==> src/rtl/morse_letter_scheduler.sv <==
// Two-port Morse letter scheduler: round-robin request/acknowledge into a 4-deep FIFO,
// drained by one bit-serial playback engine that appends a fixed inter-letter gap.
module morse_letter_scheduler #(
  parameter int unsigned CLOCK_FREQUENCY = 50000000,
  parameter int unsigned GAP_BITS        = 3
) (
  input  logic       ClockIn,
  input  logic       Reset,
  input  logic       ReqA,
  input  logic       ReqB,
  input  logic [2:0] LetterA,
  input  logic [2:0] LetterB,
  output logic       AckA,
  output logic       AckB,
  output logic       DotDashOut,
  output logic       NewBitOut,
  output logic       Busy,
  output logic [2:0] QueueCount
);

  localparam int unsigned BitTicks = CLOCK_FREQUENCY / 2;
  localparam int unsigned TickW    = $clog2(BitTicks);
  localparam int unsigned GapW     = (GAP_BITS > 1) ? $clog2(GAP_BITS) : 1;
  localparam logic [TickW-1:0] TickMax = TickW'(BitTicks - 1);
  localparam logic [GapW-1:0]  GapMax  = GapW'(GAP_BITS - 1);

  typedef enum logic [1:0] {StIdle, StSend, StGap} state_e;

  state_e            state_q, state_d;
  logic [TickW-1:0]  tick_q, tick_d;
  logic [3:0]        bit_q, bit_d;
  logic [GapW-1:0]   gap_q, gap_d;
  logic [11:0]       shift_q, shift_d;
  logic [2:0]        mem_q [4];
  logic [1:0]        wr_ptr_q, rd_ptr_q;
  logic [2:0]        count_q;
  logic              ptr_q, ptr_d;  // 0 = A has priority on a tie
  logic              ack_a_q, ack_b_q;
  logic              elig_a, elig_b, grant_a, grant_b;
  logic              push, pop, tick_done;
  logic [2:0]        push_letter;

  function automatic logic [11:0] rom_code(input logic [2:0] code);
    case (code)
      3'd0:    rom_code = 12'hB80;
      3'd1:    rom_code = 12'hEA8;
      3'd2:    rom_code = 12'hEB8;
      3'd3:    rom_code = 12'hEA0;
      3'd4:    rom_code = 12'hA00;
      3'd5:    rom_code = 12'hAB8;
      3'd6:    rom_code = 12'hEE0;
      default: rom_code = 12'hAA8;
    endcase
  endfunction

  // A port whose Ack is high is ineligible so one Req can never be accepted twice in a row.
  always_comb begin
    elig_a  = ReqA & ~ack_a_q;
    elig_b  = ReqB & ~ack_b_q;
    grant_a = 1'b0;
    grant_b = 1'b0;
    ptr_d   = ptr_q;
    if (count_q != 3'd4) begin
      if (elig_a && (!elig_b || !ptr_q)) begin
        grant_a = 1'b1;
        ptr_d   = 1'b1;
      end else if (elig_b) begin
        grant_b = 1'b1;
        ptr_d   = 1'b0;
      end
    end
    push        = grant_a | grant_b;
    push_letter = grant_a ? LetterA : LetterB;
  end

  assign tick_done = (tick_q == TickMax);

  always_comb begin
    state_d = state_q;
    tick_d  = tick_q;
    bit_d   = bit_q;
    gap_d   = gap_q;
    shift_d = shift_q;
    pop     = 1'b0;
    unique case (state_q)
      StIdle: begin
        if (count_q != 3'd0) begin
          pop     = 1'b1;
          shift_d = rom_code(mem_q[rd_ptr_q]);
          bit_d   = 4'd0;
          tick_d  = '0;
          state_d = StSend;
        end
      end
      StSend: begin
        tick_d = tick_done ? '0 : tick_q + TickW'(1);
        if (tick_done) begin
          shift_d = shift_q << 1;
          bit_d   = bit_q + 4'd1;
          if (bit_q == 4'd11) begin
            gap_d   = '0;
            state_d = StGap;
          end
        end
      end
      StGap: begin
        tick_d = tick_done ? '0 : tick_q + TickW'(1);
        if (tick_done) begin
          gap_d = gap_q + GapW'(1);
          if (gap_q == GapMax) begin
            // Back-to-back: a waiting letter starts without passing through idle.
            if (count_q != 3'd0) begin
              pop     = 1'b1;
              shift_d = rom_code(mem_q[rd_ptr_q]);
              bit_d   = 4'd0;
              state_d = StSend;
            end else begin
              state_d = StIdle;
            end
          end
        end
      end
      default: state_d = StIdle;
    endcase
  end

  always_ff @(posedge ClockIn) begin
    if (Reset) begin
      state_q  <= StIdle;
      tick_q   <= '0;
      bit_q    <= '0;
      gap_q    <= '0;
      shift_q  <= '0;
      wr_ptr_q <= '0;
      rd_ptr_q <= '0;
      count_q  <= '0;
      ptr_q    <= 1'b0;
      ack_a_q  <= 1'b0;
      ack_b_q  <= 1'b0;
    end else begin
      state_q  <= state_d;
      tick_q   <= tick_d;
      bit_q    <= bit_d;
      gap_q    <= gap_d;
      shift_q  <= shift_d;
      wr_ptr_q <= wr_ptr_q + {1'b0, push};
      rd_ptr_q <= rd_ptr_q + {1'b0, pop};
      count_q  <= count_q + {2'b00, push} - {2'b00, pop};
      ptr_q    <= ptr_d;
      ack_a_q  <= grant_a;
      ack_b_q  <= grant_b;
    end
  end

  always_ff @(posedge ClockIn) begin
    if (push) begin
      mem_q[wr_ptr_q] <= push_letter;
    end
  end

  assign AckA       = ack_a_q;
  assign AckB       = ack_b_q;
  assign Busy       = (state_q != StIdle);
  assign NewBitOut  = (state_q != StIdle) && (tick_q == '0);
  assign DotDashOut = (state_q == StSend) && shift_q[11];
  assign QueueCount = count_q;

endmodule

==> config.mk <==
export PLATFORM = sky130hd
export DESIGN_NAME = morse_letter_scheduler
export DESIGN_NICKNAME = d
export VERILOG_FILES = /design/src/rtl/morse_letter_scheduler.sv
export SDC_FILE = /design/constraint.sdc
export NUM_CORES = 1
export LEC_CHECK = 0
export ABC_CLOCK_PERIOD_IN_PS = 2500
export CAP_MARGIN = 5
export CORE_UTILIZATION = 54
export CTS_CLUSTER_DIAMETER = 120
export DETAILED_ROUTE_END_ITERATION = 8
export PLACE_DENSITY = 0.83
export SETUP_SLACK_MARGIN = 0.1
export SYNTH_ARGS = -nofsm -noshare
export SYNTH_HDL_FRONTEND = slang
export SYNTH_SLANG_ARGS = --single-unit
==> constraint.sdc <==
create_clock -name ClockIn -period 2.5 [get_ports ClockIn]
set_input_delay 0.375 -clock ClockIn [delete_from_list [all_inputs] [get_ports ClockIn]]
set_output_delay 0.375 -clock ClockIn [all_outputs]
set_load 0.01 [all_outputs]
==> impl_metrics.tcl <==
set metrics [dict create \
    status "finished with violations" \
    violations "negative setup slack" \
    first_pass_iters 5 \
    timing.final.ws_setup_ns -0.0816 \
    cts_htree_levels 3 \
    crit_type "reg -> reg" \
    cts_tree "built" \
    syn_to_final_growth_pct 26.4 \
    die_area_mm2 0.00664 \
    fillCellCount 372 \
    worst_path_max_delay_cell "nor4_4" \
    rsz0062_at_grt "true" \
    synth_warnings 0 \
    cts.path.max_buffers 2 \
    synth_fp_nets 384 \
    clk_pin_slew_worst_paths_ns 0.07 \
    cp_cell_sequence "nor4_4 > nand4_1 > nor2_4 > nand3_2 > a21boi_2 > ha_1 > inv_1 > ha_2 > fa_2 > xnor2_2 > xnor2_1 > nor2_1" \
    wl_um 9110 \
    io_buffers 17 \
    whs_ns 0.460 \
    drive_above_1_share_pct 28.5 \
    dr_total_vias 3150 \
    total_power_w 0.00397 \
    fmax_mhz 387 \
    worst_pin_slew_ns 0.769 \
    nNetsFinal 443 \
    grt_usage_pct 29.0 \
    drt-initial-drc-count 306 \
    slowest_delay_ns 0.36 \
    grt_start_max_net_pins 25 \
    power.density_mw_per_mm2 919 \
    ys_seq_area_share_pct 41.1 \
    clk_latency_ns 0.35 \
    register_area_mm2 0.00144 \
    grt_overflow 0 \
    via_per_inst 6.30 \
    drc 0 \
    ir_drop_uv 710 \
    synth_edf_count 12 \
    leakagePower_nw 1.63 \
    die_width_um 81.5 \
    crit_fanout 2 \
    clkSinkCount 64 \
    dpl_worst_slack_ns -0.0977 \
    postRouteAntennaNets 0 \
    yosys.area.top_type "dfxtp_1" \
    grt_pass1_wl_um 14400 \
    setup_viol 2 \
    place_hpwl_um 5690 \
    cts_buffers 9 \
    fin_cells 500 \
    route.met2.wl_um 4490 \
    antenna_found_initial 0 \
    synth_top_flop_cell "dfxtp_1" \
    synthCells 361 \
    fin_skew_ns 0.0140 \
    grt_pass1_vias 3016 \
    ys_ff_latch 64 \
    met3WireLength_um 573 \
    gp_congestion 0.867 \
    cp-end-kind "flip-flop" \
    ctsHoldBuffers 0 \
    syn-mean-instance-area_um2 9.46 \
    crit_path_start_kind "flip-flop" \
    period_minus_slack_ns 2.58 \
    hold_violations 0 \
    worst_ep_required_time_ns 2.73 \
    multiInputGateArea_mm2 0.00197 \
    routed.top_layer "met4" \
    start_util_pct 56.6 \
    synth.distinct_cells 62 \
    slew_headroom_pct 48.6 \
    diodes 0 \
    async_flop_share_pct 0 \
    wl_per_cell_um 18.2 \
    synth.top_cell.area_share_pct 30.5 \
    final_util_pct 71.6 \
    period_share_pct 103 \
    ios 18 \
    maxCapViolCount 0 \
    hold_class "reg -> reg" \
    met1_length_um 3640 \
    slew_violations 0 \
    syn_area_mm2 0.00341 \
    path_delay_family "simple AND/OR/NAND/NOR gates" \
    crit_buf_inv 1 \
    cts_root_buf "clkbuf_8" \
    dp.cells 473 \
    row_count 28 \
    arrival_ns 2.81 \
    synth_area_leaders "dfxtp_1 30%, edfxtp_1 11%, ha_1 4.4%" \
    design.core.area_mm2 0.00603 \
    fp.dieH_um 81.5 \
]
-- through the flow --
stage	area (um^2)	setup TNS, ns
after floorplan	3490	0
after global placement	3950	0
after detailed placement	3950	-0.120
after CTS	4230	0
after global routing	4310	-0.322
final	4310	-0.154
-- sequential cells by signal, indices dropped and copies added (netlist names) --
signal,flops
gap_q,2
tick_q,25
ptr_q,1
AckA,1
wr_ptr_q,2
bit_q,4
rd_ptr_q,2
AckB,1
shift_q,9
state_q,2
mem_q,12
QueueCount,3
-- power breakdown --
group | switching [W] | internal [W] | leakage, nW
clock | 0.000415 | 0.000556 | 0.0999
sequential | 0.000120 | 0.00124 | 0.543
combinational | 0.000881 | 0.000756 | 0.983
-- cell usage in the layout, fill, tap and decap left out, types with 7 or more instances in the layout --
cell,n
a21oi_1,13
buf_4,49
clkbuf_8,9
clkdlybuf4s50_1,16
dfxtp_1,36
dfxtp_2,10
edfxtp_1,12
ha_1,8
inv_1,16
nand2_1,30
nand3_1,17
nand4_1,7
nor2_1,35
nor2b_1,11
xnor2_1,8
xor2_1,15
-- synth_stat cells, drive strengths merged (8+ instances only) --
master  number
a21oi       14
buf          9
clkbuf       9
dfxtp       52
edfxtp      12
ha          12
inv         16
nand2       30
nand3       23
nor2        36
nor2b       12
nor4         9
o21ai        8
xnor2        9
xor2        15
-- worst paths after layout --
check                                      to  slack (ns)  startpoint  depth (start not counted)
worst max-delay path            QueueCount[2]       -0.08   tick_q[7]                         12
worst min-delay path                    ptr_q        0.46       ptr_q                          2
worst max register to register  QueueCount[2]       -0.08   tick_q[7]                         12
worst min register to register          ptr_q        0.46       ptr_q                          2
-- per-layer routing --
metal  GRT usage, %  vias to the layer above
met5              0                        -
met4           17.7                        0
met3           6.44                       56
met2           48.2                      174
met1           34.0                     1497
li1               -                     1423
-- what timing repair did --
action                     in CTS  in global routing
pin swaps                       9                  7
gates resized for setup        10                 12
setup buffers                   4                  7
setup endpoints to repair       3                  6
-- layout make-up --
type | count | share of cell area [%]
Tap cell | 75 | 2.18
Clock inverter | 6 | 1.94
Multi-Input combinational cell | 263 | 45.7
Timing Repair Buffer | 66 | 12.5
Inverter | 16 | 1.39
Clock buffer | 10 | 2.96
Sequential cell | 64 | 33.3
-- cell families (layout without fill, tap and decap cells) --
family          count (synthesis)  after routing  synth area share, %
simple gates                  156            156                 25.8
flops                          64             64                 41.1
compound gates                 58             58                 12.7
buf+inv                        34             98                 4.47
xor+xnor                       24             24                 6.16
fa+ha+maj                      13             13                 4.99
mux                            12             12                 4.88
-- worst min-delay path: cells and delay by family (launching register included) --
kind	cells	cell delay, ns
AO/OA/AOI/OAI	1	0.05
flip-flops	1	0.31
AND/OR/NAND/NOR	1	0.05
No activity file was read; power rests on OpenSTA's default activity.
